## config.mk

```make
export PLATFORM = sky130hd
export DESIGN_NAME = fp_compare_arbiter
export DESIGN_NICKNAME = d
export VERILOG_FILES = /design/src/rtl/fp_cmp_pkg.sv /design/src/rtl/fp_compare_arbiter_rr_arbiter.sv /design/src/rtl/fpu_cmp.sv /design/src/rtl/fp_compare_arbiter.sv
export SDC_FILE = /design/constraint.sdc
export NUM_CORES = 1
export LEC_CHECK = 0
export ABC_AREA = 1
export CAP_MARGIN = 20
export CORE_ASPECT_RATIO = 1.1
export CORE_MARGIN = 5
export CORE_UTILIZATION = 35
export DETAILED_ROUTE_END_ITERATION = 8
export SYNTH_ARGS = -nofsm -noshare
export SYNTH_HDL_FRONTEND = slang
export SYNTH_SLANG_ARGS = --single-unit
```

## constraint.sdc

```tcl
create_clock -name CLK -period 4.6 [get_ports CLK]
set_input_delay 0.92 -clock CLK [delete_from_list [all_inputs] [get_ports CLK]]
set_output_delay 0.92 -clock CLK [all_outputs]
set_load 0.01 [all_outputs]
```

## src/rtl/fp_cmp_pkg.sv

```systemverilog
// Shared definitions for the floating-point compare arbiter: op codes, compare
// codes, controller states and the op-decode helper used on the response path.
package fp_cmp_pkg;

   localparam logic [2:0] FEQ  = 3'b000;
   localparam logic [2:0] FLT  = 3'b001;
   localparam logic [2:0] FLE  = 3'b010;
   localparam logic [2:0] FMIN = 3'b011;
   localparam logic [2:0] FMAX = 3'b100;

   localparam logic [1:0] CMP_EQ = 2'b00;
   localparam logic [1:0] CMP_GT = 2'b01;
   localparam logic [1:0] CMP_LT = 2'b10;

   typedef enum logic [1:0] {
      IDLE = 2'd0,
      CMP  = 2'd1,
      RESP = 2'd2
   } state_e;

   typedef struct packed {
      logic        err;
      logic [31:0] data;
   } cmp_resp_t;

   // Turns the compare unit's ordering code into the requested result word.
   function automatic cmp_resp_t eval_op(input logic [2:0]  op,
                                         input logic [1:0]  code,
                                         input logic [31:0] a,
                                         input logic [31:0] b);
      cmp_resp_t r;
      r = '0;
      case (op)
         FEQ:     r.data = {31'b0, (code == CMP_EQ)};
         FLT:     r.data = {31'b0, (code == CMP_LT)};
         FLE:     r.data = {31'b0, (code == CMP_EQ) || (code == CMP_LT)};
         FMIN:    r.data = ((code == CMP_EQ) || (code == CMP_LT)) ? a : b;
         FMAX:    r.data = ((code == CMP_EQ) || (code == CMP_GT)) ? a : b;
         default: r.err  = 1'b1;
      endcase
      return r;
   endfunction

endpackage

```

## src/rtl/fp_compare_arbiter_rr_arbiter.sv

```systemverilog
// Round-robin pick: first asserted request at or above ptr, wrapping to 0.
// Purely combinational; the pointer itself lives in the controller.
module rr_arbiter #(
   parameter  int NUM_REQ = 4,
   localparam int ID_W    = $clog2(NUM_REQ)
) (
   input  logic [NUM_REQ-1:0] req_i,
   input  logic [ID_W-1:0]    ptr_i,
   output logic [NUM_REQ-1:0] grant_o,
   output logic [ID_W-1:0]    grant_idx_o,
   output logic               any_o
);

   logic [ID_W-1:0] k;

   // NOTE: every output of a combinational block gets a default before any
   // conditional assignment; a path that leaves one unassigned infers a latch.
   always_comb begin
      grant_o     = '0;
      grant_idx_o = '0;
      any_o       = 1'b0;
      k           = '0;
      for (int i = 0; i < NUM_REQ; i++) begin
         k = ID_W'((int'(ptr_i) + i) % NUM_REQ);
         if (!any_o && req_i[k]) begin
            any_o       = 1'b1;
            grant_idx_o = k;
            grant_o[k]  = 1'b1;
         end
      end
   end

endmodule

```

## src/rtl/fpu_cmp.sv

```systemverilog
// FPU compare unit: raw-bit IEEE ordering of two single-precision words, no
// NaN handling, so -0 orders below +0.
module fpu_cmp
   import fp_cmp_pkg::*;
(
   input  logic [31:0] a_i,
   input  logic [31:0] b_i,
   output logic [1:0]  code_o
);

   always_comb begin
      code_o = CMP_EQ;
      if (a_i != b_i) begin
         if (a_i[31] != b_i[31]) begin
            code_o = a_i[31] ? CMP_LT : CMP_GT;
         end else if (!a_i[31]) begin
            code_o = (a_i[30:0] > b_i[30:0]) ? CMP_GT : CMP_LT;
         end else begin
            // Both negative: the larger magnitude is the smaller value.
            code_o = (a_i[30:0] > b_i[30:0]) ? CMP_LT : CMP_GT;
         end
      end
   end

endmodule

```

## src/rtl/fp_compare_arbiter.sv

```systemverilog
// Shares the single FPU compare unit among NUM_REQ requesters: round-robin
// accept, operand capture, one compare cycle, then a held tagged response.
module fp_compare_arbiter
   import fp_cmp_pkg::*;
#(
   parameter int NUM_REQ = 4,
   parameter int ID_W    = $clog2(NUM_REQ)
) (
   input  logic                  CLK,
   input  logic                  RESET,
   input  logic [NUM_REQ-1:0]    req_valid,
   input  logic [32*NUM_REQ-1:0] req_a,
   input  logic [32*NUM_REQ-1:0] req_b,
   input  logic [3*NUM_REQ-1:0]  req_op,
   output logic [NUM_REQ-1:0]    req_ready,
   output logic                  resp_valid,
   input  logic                  resp_ready,
   output logic [ID_W-1:0]       resp_id,
   output logic [31:0]           resp_data,
   output logic                  resp_err,
   output logic                  busy
);

   state_e          state_q, state_d;
   logic [ID_W-1:0] ptr_q, ptr_d;
   logic [ID_W-1:0] gnt_id_q;
   logic [31:0]     a_q, b_q;
   logic [2:0]      op_q;
   logic [ID_W-1:0] resp_id_q;
   logic [31:0]     resp_data_q;
   logic            resp_err_q;

   logic               load_req;
   logic               load_resp;
   logic [NUM_REQ-1:0] arb_grant;
   logic [ID_W-1:0]    arb_idx;
   logic               arb_any;
   logic [1:0]         cmp_code;
   cmp_resp_t          cmp_res;

   logic [31:0] a_arr  [NUM_REQ];
   logic [31:0] b_arr  [NUM_REQ];
   logic [2:0]  op_arr [NUM_REQ];

   for (genvar gi = 0; gi < NUM_REQ; gi++) begin : g_unpack
      assign a_arr[gi]  = req_a[32*gi +: 32];
      assign b_arr[gi]  = req_b[32*gi +: 32];
      assign op_arr[gi] = req_op[3*gi +: 3];
   end

   rr_arbiter #(.NUM_REQ(NUM_REQ)) u_arb (
      .req_i       (req_valid),
      .ptr_i       (ptr_q),
      .grant_o     (arb_grant),
      .grant_idx_o (arb_idx),
      .any_o       (arb_any)
   );

   fpu_cmp u_cmp (
      .a_i    (a_q),
      .b_i    (b_q),
      .code_o (cmp_code)
   );

   assign cmp_res = eval_op(op_q, cmp_code, a_q, b_q);

   always_comb begin
      state_d   = state_q;
      ptr_d     = ptr_q;
      load_req  = 1'b0;
      load_resp = 1'b0;
      case (state_q)
         IDLE: begin
            if (arb_any) begin
               load_req = 1'b1;
               state_d  = CMP;
            end
         end
         CMP: begin
            load_resp = 1'b1;
            state_d   = RESP;
         end
         RESP: begin
            if (resp_ready) begin
               ptr_d   = (gnt_id_q == ID_W'(NUM_REQ - 1)) ? '0 : gnt_id_q + 1'b1;
               state_d = IDLE;
            end
         end
         default: state_d = IDLE;
      endcase
   end

   // NOTE: state registers use non-blocking assignments so every flop samples
   // the pre-edge values, independent of the order blocks are evaluated in.
   always_ff @(posedge CLK) begin
      if (RESET) begin
         state_q     <= IDLE;
         ptr_q       <= '0;
         gnt_id_q    <= '0;
         resp_id_q   <= '0;
         resp_data_q <= '0;
         resp_err_q  <= 1'b0;
      end else begin
         state_q <= state_d;
         ptr_q   <= ptr_d;
         if (load_req) begin
            gnt_id_q <= arb_idx;
         end
         if (load_resp) begin
            resp_id_q   <= gnt_id_q;
            resp_data_q <= cmp_res.data;
            resp_err_q  <= cmp_res.err;
         end
      end
   end

   // NOTE: operand registers carry no reset; they are always loaded in the
   // accept cycle before anything reads them, so reset would only cost routing.
   always_ff @(posedge CLK) begin
      if (load_req) begin
         a_q  <= a_arr[arb_idx];
         b_q  <= b_arr[arb_idx];
         op_q <= op_arr[arb_idx];
      end
   end

   // The accept strobe marks the cycle the operands are captured, so it is
   // qualified by IDLE and reset rather than registered a cycle late.
   assign req_ready  = (state_q == IDLE && !RESET) ? arb_grant : '0;
   assign resp_valid = (state_q == RESP);
   assign busy       = (state_q != IDLE);
   assign resp_id    = resp_id_q;
   assign resp_data  = resp_data_q;
   assign resp_err   = resp_err_q;

   a_ready_onehot : assert property (@(posedge CLK) disable iff (RESET)
      $onehot0(req_ready));
   a_ready_idle : assert property (@(posedge CLK) disable iff (RESET)
      (req_ready != '0) |-> (state_q == IDLE));
   a_resp_hold : assert property (@(posedge CLK) disable iff (RESET)
      (resp_valid && !resp_ready) |=> (resp_valid && $stable(resp_data) &&
                                       $stable(resp_id) && $stable(resp_err)));

endmodule

```

Word-level counts from Yosys, hierarchy flattened --
Cells that the tools add are included.
Word-level totals: word-level logic and storage cells 116, bits of input ports 275, register bits after elaboration 108, output and inout bits 41
Operators by class: reductions and logical operators 21, add/subtract/negate cells 4, bitwise gates (word level) 4, muxes and demuxes 55, order comparisons 10, equal/unequal tests 13
Operators by type and width (count):
- $mux 32 | 6
- $pmux 32 s5 | 1
- $bmux 32 s2 | 2
- $ne 32x32->1 | 1
- $gt 31x31->1 | 1
- $mux 2 | 13
- $mux 4 | 5
- $mux 1 | 16
- $lt 2x3->1 const B | 4
- $or 4x4->4 | 3
- $bmux 1 s2 | 4
- $demux 1 s2 | 4
- $ge 2x1->1 const B | 4
- $logic_and 1x1->1 | 8
- $bmux 3 s2 | 1
- $eq 2x2->1 const B | 3
- $eq 3x2->1 const B | 2
- $mux 3 | 2
- $pmux 2 s3 | 1
- $reduce_or 5->1 | 1
- $add 2x1->2 const B | 2
- $add 2x2->2 const B | 2
- $eq 2x1->1 const B | 2
- $logic_not 1->1 | 4
- other kinds (12) | 15

Logic depth before layout (Yosys ltp) --
Gate-level depths: netlist of run 1.
depth after elaboration 16, gate-level depth with buffers 21, gate-level depth less buffers 19

Cells and area by module --
From an unflattened synthesis of run 1, not the netlist that was laid out.
Second synthesis, totals: cell total of the unflattened synthesis 1170, area total of the unflattened synthesis 7968.9 µm²
By module, submodules not included:
- fp_compare_arbiter | instances 1, area each 6560.0 µm², cells each 931, sequential area each 2832.7 µm²
- fpu_cmp | instances 1, area each 978.4 µm², cells each 165, sequential area each 0.0 µm²
- rr_arbiter | instances 1, area each 430.4 µm², cells each 74, sequential area each 0.0 µm²

Worst setup path before layout of run 1 --
OpenSTA, ideal clock, no wires.
path type input to register, from input req_valid[0], to register a_q[0], enable pin, setup time 0.423 ns, cell stages on the path 10, path slack 1.104 ns, required time 4.177 ns, path buffers 0, arrival 3.073 ns, cells stage by stage inv_1 -> o21ai_1 -> nand2_1 -> nand2_2 -> inv_2 -> and2_4 -> nand2_2 -> or2_4 -> nand2_1 -> inv_1
Between the ends: longest elaborated chain between the ends 14, elaborated cells between the ends (all ways) 20, those cells by class 14 x mux; 6 x reduce/logical
Ends and longest elaborated chain:
- start: declaration | RTL line fp_compare_arbiter.sv:11 | input logic [NUM_REQ-1:0] req_valid,
- $bmux 1 s2 | RTL line fp_compare_arbiter_rr_arbiter.sv:25 | if (!any_o && req_i[k]) begin
- $mux 1 (not written as such) | RTL line fp_compare_arbiter_rr_arbiter.sv:25
- $mux 1 | RTL line fp_compare_arbiter_rr_arbiter.sv:25
- $logic_not 1->1 | RTL line fp_compare_arbiter_rr_arbiter.sv:25
- $logic_and 1x1->1 | RTL line fp_compare_arbiter_rr_arbiter.sv:25
- $mux 1 | RTL line fp_compare_arbiter_rr_arbiter.sv:25
- $logic_not 1->1 | RTL line fp_compare_arbiter_rr_arbiter.sv:25
- $logic_and 1x1->1 | RTL line fp_compare_arbiter_rr_arbiter.sv:25
- $mux 1 | RTL line fp_compare_arbiter_rr_arbiter.sv:25
- $logic_not 1->1 | RTL line fp_compare_arbiter_rr_arbiter.sv:25
- $logic_and 1x1->1 | RTL line fp_compare_arbiter_rr_arbiter.sv:25
- $mux 1 (*) | RTL line fp_compare_arbiter_rr_arbiter.sv:25
- $mux 1 (*) | RTL line fp_compare_arbiter.sv:74 | if (arb_any) begin
- $mux 1 (*) | RTL line fp_compare_arbiter.sv:72 | case (state_q)
- via load_req | RTL line fp_compare_arbiter.sv:33 | logic load_req;
- end signal: assignment | RTL line fp_compare_arbiter.sv:121 | a_q <= a_arr[arb_idx];
- end: declaration | RTL line fp_compare_arbiter.sv:27 | logic [31:0] a_q, b_q;
Mark *: on every way through the listed nets, which the timed path passes. The rest lies on a longest branch. The select of a mux whose other input is x is not followed. A chain may end at the register's enable or synchronous reset.

Worst setup path after layout of run 1 --
from input req_valid[2], to output req_ready[2]
Between the ends: longest elaborated chain between the ends 13, elaborated cells between the ends (all ways) 25, those cells by class 16 x mux; 3 x bitwise; 6 x reduce/logical
Ends and longest elaborated chain:
- $bmux 1 s2 | RTL line fp_compare_arbiter_rr_arbiter.sv:25
- $mux 1 (not written as such) | RTL line fp_compare_arbiter_rr_arbiter.sv:25
- $mux 1 | RTL line fp_compare_arbiter_rr_arbiter.sv:25
- $logic_not 1->1 | RTL line fp_compare_arbiter_rr_arbiter.sv:25
- $logic_and 1x1->1 | RTL line fp_compare_arbiter_rr_arbiter.sv:25
- $mux 1 | RTL line fp_compare_arbiter_rr_arbiter.sv:25
- $logic_not 1->1 | RTL line fp_compare_arbiter_rr_arbiter.sv:25
- $logic_and 1x1->1 | RTL line fp_compare_arbiter_rr_arbiter.sv:25
- $mux 1 | RTL line fp_compare_arbiter_rr_arbiter.sv:25
- $logic_not 1->1 | RTL line fp_compare_arbiter_rr_arbiter.sv:25
- $logic_and 1x1->1 | RTL line fp_compare_arbiter_rr_arbiter.sv:25
- $mux 4 (*) | RTL line fp_compare_arbiter_rr_arbiter.sv:25
- $mux 4 (*) | RTL line fp_compare_arbiter.sv:129 | assign req_ready = (state_q == IDLE && !RESET) ? arb_grant : '0;
- end: declaration | RTL line fp_compare_arbiter.sv:15 | output logic [NUM_REQ-1:0] req_ready,
Every way passes the cells marked *; elsewhere a longest branch is shown, timed or not. The select of a mux whose other input is x is not followed.

==> impl_metrics.csv, run 1 <==
group,metric,value,unit
setup_path,critical_path.startpoint_type,"input pin",
floorplanning,die_area,0.0287,mm^2
placed_design,dp_hpwl,23100,um
timing,tightest_slew,828,ps
placed_design,port_buffers,315,
yosys,yosysWarnings,0,
layout,area_delta_synth_final,41.3,%
floorplanning,core,0.0252,mm^2
clock_tree,clock_latency,350,ps
clock_tree,postCtsSetupBuffers,0,
detailed_routing,routed_wl,29300,um
timing,whs,467,ps
detailed_routing,vias_per_cell,5.02,
clock_tree,clock_path_buffers,2,
yosys,synth_nets,1451,
timing,setup_viol,0,
layout,antenna_cells,0,
yosys,synth_top_family_by_area,"simple AND/OR/NAND/NOR gates",
yosys,syn_area_per_cell,7.83,um^2
global_route,antenna_found_initial,0,
clock_tree,clock_sinks,108,
detailed_routing,vias,8680,
floorplanning,rows,61,
clock_tree,h-tree-depth,3,
timing,max_freq,253,MHz
global_route,gr-total-overflow,0,
setup_path,end_kind,"primary output",
yosys,netlist_instances,1137,
yosys,synth_xor_area_share,0.183,%
detailed_routing,wl_per_cell,17.0,um
detailed_routing,drtIter0Drc,517,
clock_tree,cts_tree,"yes",
placed_design,pre_cts_slack,670,ps
floorplanning,die_w,162,um
setup_path,cp_max_fo,6,
placed_design,gp_congestion,0.920,
floorplanning,num_io_pins,316,
yosys,synth-adder-area-share,5.48,%
run,cap_violations,0,
setup_path,critPathArrivalTime,3030,ps
yosys,synth_compound_area_share,24.9,%
timing,fin_skew,8.16,ps
detailed_routing,met2_length,14400,um
timing,period_needed,3950,ps
timing,drv_slew,0,
detailed_routing,drc_errors,0,
worst_hold_path,hold_depth,2,
setup_path,worst-setup-path-type,"in2out",
clock_tree,cts_root_buffer,"clkbuf_16",
floorplanning,initial_core_util,35.4,%
clock_tree,cts_hold_buf,0,
floorplanning,die-height,177,um
yosys,ys_types,41,
global_route,grt_max_degree,135,
placed_design,place_inst,1710,
timing,setup_tns,0,ps
clock_tree,cts_made_buffers,9,
timing,rsz0062_at_grt,"false",
setup_path,r2r_cells,10,
layout,nets,1722,
detailed_routing,ant_nets,0,
detailed_routing,drt-met1-wl,12900,um
global_route,grt_pass1_vias,8294,
clock_tree,ctsResizeCount,0,
setup_path,worstPathRequired,3680,ps
layout,final_cells,1728,
timing,fin_ws,654,ps
yosys,synth-seq-cells,108,
yosys,syn-cell-area,0.00891,mm^2
yosys,yosysSeqAreaShare,31.8,%
power_and_ir_drop,power.leakage,5.07,nW
global_route,grt_usage,19.4,%
global_route,grt_first_pass_wirelength,44700,um
yosys,synth.mux.area_fraction,0,%
yosys,synth-simple-area-share,27.9,%
timing,maxSlewHeadroom,44.6,%
timing,hold_viol,0,
outcome,run_status,"finished clean",
power_and_ir_drop,ir_drop,0.194,mV
detailed_routing,highest_layer,"met4",
power_and_ir_drop,p_per_area,431,mW/mm^2
layout,drive_gt1_share,12.9,%
detailed_routing,dr.pass1.iters,5,
detailed_routing,wl_met3,1830,um
worst_hold_path,worstHoldPathType,"reg2reg",
layout,postLayoutCoreUtil,50.0,%
timing,fin_crit_sh,85.8,%
clock_tree,clk_pin_slew,70,ps
==> synth_stat cells (all sizes together) <==
master,n,area share [%]
o22ai,2,0.14
and2,1,0.098
ha,39,5.5
clkinv,1,0.042
dfxtp,41,9.2
a31oi,1,0.070
nor4,1,0.070
o31ai,68,8.7
nor2,169,7.4
edfxtp,67,23
xor2,1,0.18
o311ai,1,0.098
o221ai,2,0.20
buf,49,4.0
o211ai,97,12
or2,69,4.9
a21o,2,0.17
a21oi,49,2.8
o21ai,19,1.2
clkbuf,26,1.1
nor3,3,0.17
nand3,78,4.4
nand2,232,10
nand4,11,0.77
inv,107,4.5
nor4b,1,0.098
==> registers in the layout, indices dropped and copies added (netlist names) <==
register / count
a_q: 32
b_q: 32
gnt_id_q: 2
op_q: 3
ptr_q: 2
resp_data: 32
resp_err: 1
resp_id: 2
state_q: 2
==> cell type report <==
cell class	count	area [um^2]
Fill cell	2476	12600
Sequential cell	108	2830
Multi-Input combinational cell	846	5230
Inverter	108	408
Timing Repair Buffer	335	3420
Clock buffer	10	250
Clock inverter	6	51.3
Tap cell	315	394
==> worst max-delay path: stages <==
cell             delay [ps]
clkdlybuf4s50_1         410
inv_2                    70
nand2_1                  40
o21ai_1                 160
nand2_1                 100
o21ai_2                  80
and2_4                  190
nand3_1                 200
o21ai_0                 220
nand2_1                  60
inv_1                    50
clkdlybuf4s50_1         520
==> final timing paths <==
kind / startpoint / to / slack, ps
max: req_valid[2] / req_ready[2] / 650
min: resp_data[14] / resp_data[14] / 470
max reg2reg: ptr_q[0] / op_q[2] / 1220
min reg2reg: resp_data[14] / resp_data[14] / 470
==> routing by layer <==
metal | up-vias | GRT usage, %
li1 | 4417 | -
met3 | 16 | 3.11
met5 | - | 0
met1 | 3972 | 26.0
met4 | 0 | 3.56
met2 | 275 | 33.6
==> cells in the final DEF (no fill, tap or decap), types with 4 or more instances in the layout <==
cell type        Yosys  final
or2_0                7      7
o21ai_0             12     12
inv_1              103    102
or2_1               60     60
nand2_2              5      6
clkbuf_16            0     10
buf_4                6     12
a21oi_1             49     49
dfxtp_1             41     41
o31ai_1             15     15
clkdlybuf4s50_1      0    315
nor2_2              10     13
inv_2                3      4
nand3_1             78     78
o211ai_2            60     60
buf_12               0      6
edfxtp_1            67     67
nand4_1             11     11
nor2_1             159    156
o211ai_1            37     37
ha_1                39     39
o31ai_2             53     53
nand2_1            226    225
==> metrics by stage <==
step                      power [mW]  instance area, um^2
after global placement          4.61                12200
final                           5.43                12600
after CTS                       5.46                12500
after detailed placement        4.66                12200
after floorplan                 3.73                 8910
after global routing            5.87                12600
==> cell families after synthesis <==
| group | count (synthesis) |
|---|---|
| adders and majority gates | 39 |
| buffers and inverters | 183 |
| xor gates and xnor gates | 1 |
| and+or+nand+nor | 565 |
| DFF | 108 |
| AOI/OAI and AO/OA | 241 |
==> report_power, final <==
group | internal, mW | leakage [nW] | total, mW | switching [mW]
Sequential | 1.38 | 0.996 | 1.59 | 0.208
Clock | 0.411 | 0.152 | 0.785 | 0.374
Combinational | 1.20 | 3.92 | 3.05 | 1.85
No activity file was read; power rests on OpenSTA's default activity.
==> run 2, diff against run 1 <==
Settings changed: MAX_ROUTING_LAYER set to met4.
Clock period 4.6 ns to 4.05 ns, I/O delays scaled along.
==> run 2 against run 1 <==
  * Cell area grew 0.56%
  * Critical endpoint unchanged
  * Via count grew 1.6%
  * Largest cell class unchanged
  * Worst setup slack lost 310 ps
==> impl_metrics.csv, run 2 (synthesis results as in run 1) <==
group,metric,value,unit
worst_hold_path,worstHoldPathType,"reg2reg",
timing,hold_viol,0,
setup_path,critical_path_buf_inv_count,5,
timing,max_freq,270,MHz
clock_tree,cts_made_buffers,9,
placed_design,place_inst,1722,
power_and_ir_drop,ir_drop,0.345,mV
detailed_routing,drc_errors,0,
timing,fin_crit_sh,91.6,%
global_route,gr-total-overflow,0,
power_and_ir_drop,p_sw,2.80,mW
timing,rsz0062_at_grt,"false",
setup_path,end_kind,"primary output",
setup_path,worstPathRequired,3240,ps
setup_path,slowest_stage,"clkdlybuf4s50_1",
placed_design,gp_congestion,0.935,
setup_path,cp_top_family,"buffers and inverters",
global_route,grt_max_degree,113,
clock_tree,h-tree-depth,3,
timing,drv_slew,0,
timing,whs,467,ps
detailed_routing,dr.pass1.iters,5,
floorplanning,initial_core_util,35.4,%
timing,fin_skew,7.84,ps
clock_tree,clk_pin_slew,70,ps
floorplanning,num_io_pins,316,
placed_design,dp_hpwl,24200,um
layout,drive_gt1_share,13.6,%
detailed_routing,routed_wl,30100,um
timing,fin_ws,342,ps
global_route,grt_first_pass_wirelength,46200,um
setup_path,worst-setup-path-type,"in2out",
floorplanning,rows,61,
timing,maxSlewHeadroom,25.6,%
layout,final_cells,1739,
detailed_routing,drtIter0Drc,593,
power_and_ir_drop,power_frac_comb,57.0,%
outcome,run_status,"finished clean",
detailed_routing,wl_per_cell,17.3,um
power_and_ir_drop,power_frac_seq,29.1,%
timing,setup_viol,0,
timing,tightest_slew,1110,ps
layout,layout_common_cells,"clkdlybuf4s50_1 (315), nand2_1 (225), nor2_1 (156)",
clock_tree,clock_path_buffers,2,
timing,setup_tns,0,ps
global_route,grt_pass1_vias,8632,
setup_path,critical_path.startpoint_type,"input pin",
setup_path,worst_path_largest_cell_delay,460,ps
global_route,antenna_found_initial,0,
clock_tree,cts_tree,"yes",
global_route,grt_usage,20.9,%
detailed_routing,vias_per_cell,5.07,
power_and_ir_drop,p_per_area,492,mW/mm^2
power_and_ir_drop,power.internal,3.43,mW
clock_tree,postCtsSetupBuffers,0,
power_and_ir_drop,sw_frac_of_total,44.9,%
layout,area_delta_synth_final,42.0,%
detailed_routing,vias,8819,
layout,final_common_cell,"clkdlybuf4s50_1",
clock_tree,cts_hold_buf,0,
setup_path,worstPathCellList,"clkdlybuf4s50_1, inv_1, o21ai_1, nand2_1, nand2_2, inv_2, and2_4, nand2_2, o22ai_1, a21oi_1, o21ai_0, nand2_1, inv_1, clkdlybuf4s50_1",
floorplanning,core,0.0252,mm^2
detailed_routing,ant_nets,0,
clock_tree,cts_root_buffer,"clkbuf_16",
setup_path,critPathArrivalTime,2900,ps
power_and_ir_drop,power.leakage,5.11,nW
setup_path,cp_max_fo,5,
layout,postLayoutCoreUtil,50.2,%
timing,period_needed,3710,ps
placed_design,port_buffers,315,
floorplanning,die_w,162,um
clock_tree,ctsResizeCount,0,
power_and_ir_drop,clkPwrFrac,13.8,%
layout,nets,1733,
placed_design,pre_cts_slack,365,ps
clock_tree,clock_sinks,108,
clock_tree,clock_latency,360,ps
run,cap_violations,0,
floorplanning,die_area,0.0287,mm^2
layout,antenna_cells,0,
floorplanning,die-height,177,um
run 2: path summary, 6_finish.rpt:
check             endpoint          start  cells after the start  slack, ps
max           req_ready[2]   req_valid[0]                     14        340
min          resp_data[16]  resp_data[16]                      2        470
max reg2reg   resp_data[5]        a_q[22]                     15        900
min reg2reg  resp_data[16]  resp_data[16]                      2        470
run 2: final cells by class:
cell class | count | area (um^2)
fill | 2415 | 12500
inverter | 108 | 408
multi-input combinational | 846 | 5230
clock inverter | 7 | 58.8
clock buffer | 9 | 225
timing repair buffer | 346 | 3510
tap | 315 | 394
sequential | 108 | 2830
run 2: metal layers:
metal | vias to the layer above | GRT usage, % | wire [um]
met5 | - | - | 0
met4 | 0 | 5.68 | 507
met3 | 31 | 2.95 | 1540
met2 | 274 | 34.5 | 14600
met1 | 4073 | 27.1 | 13400
li1 | 4441 | - | -
run 2: power by group through the flow:
stage                     Clock (mW)  Sequential [mW]  Combinational (mW)
after floorplan                    0             1.73                2.50
after global placement             0             1.84                3.50
after detailed placement           0             1.84                3.56
after CTS                      0.886             1.81                3.57
after global routing           0.925             1.84                3.97
final                          0.861             1.81                3.55
run 2: worst register-to-register path, cell delays in order, from the launching register on:
cell      delay [ps]
edfxtp_1         490
ha_1             380
nand2_1          110
nor2_1           120
nand3_1           80
nor3_1           140
nand3_1          160
nand2_1          130
nand2_1           80
nand2_2          530
buf_12           310
nand3_1          130
nand3_1          120
nand2_1          100
nand2_1           90
a21oi_1           60
run 2: stage by stage:
step	cell area [um^2]	total power [mW]
after detailed placement	12300	5.39
after CTS	12600	6.27
after floorplan	8910	4.24
final	12700	6.22
after global placement	12300	5.35
after global routing	12700	6.74
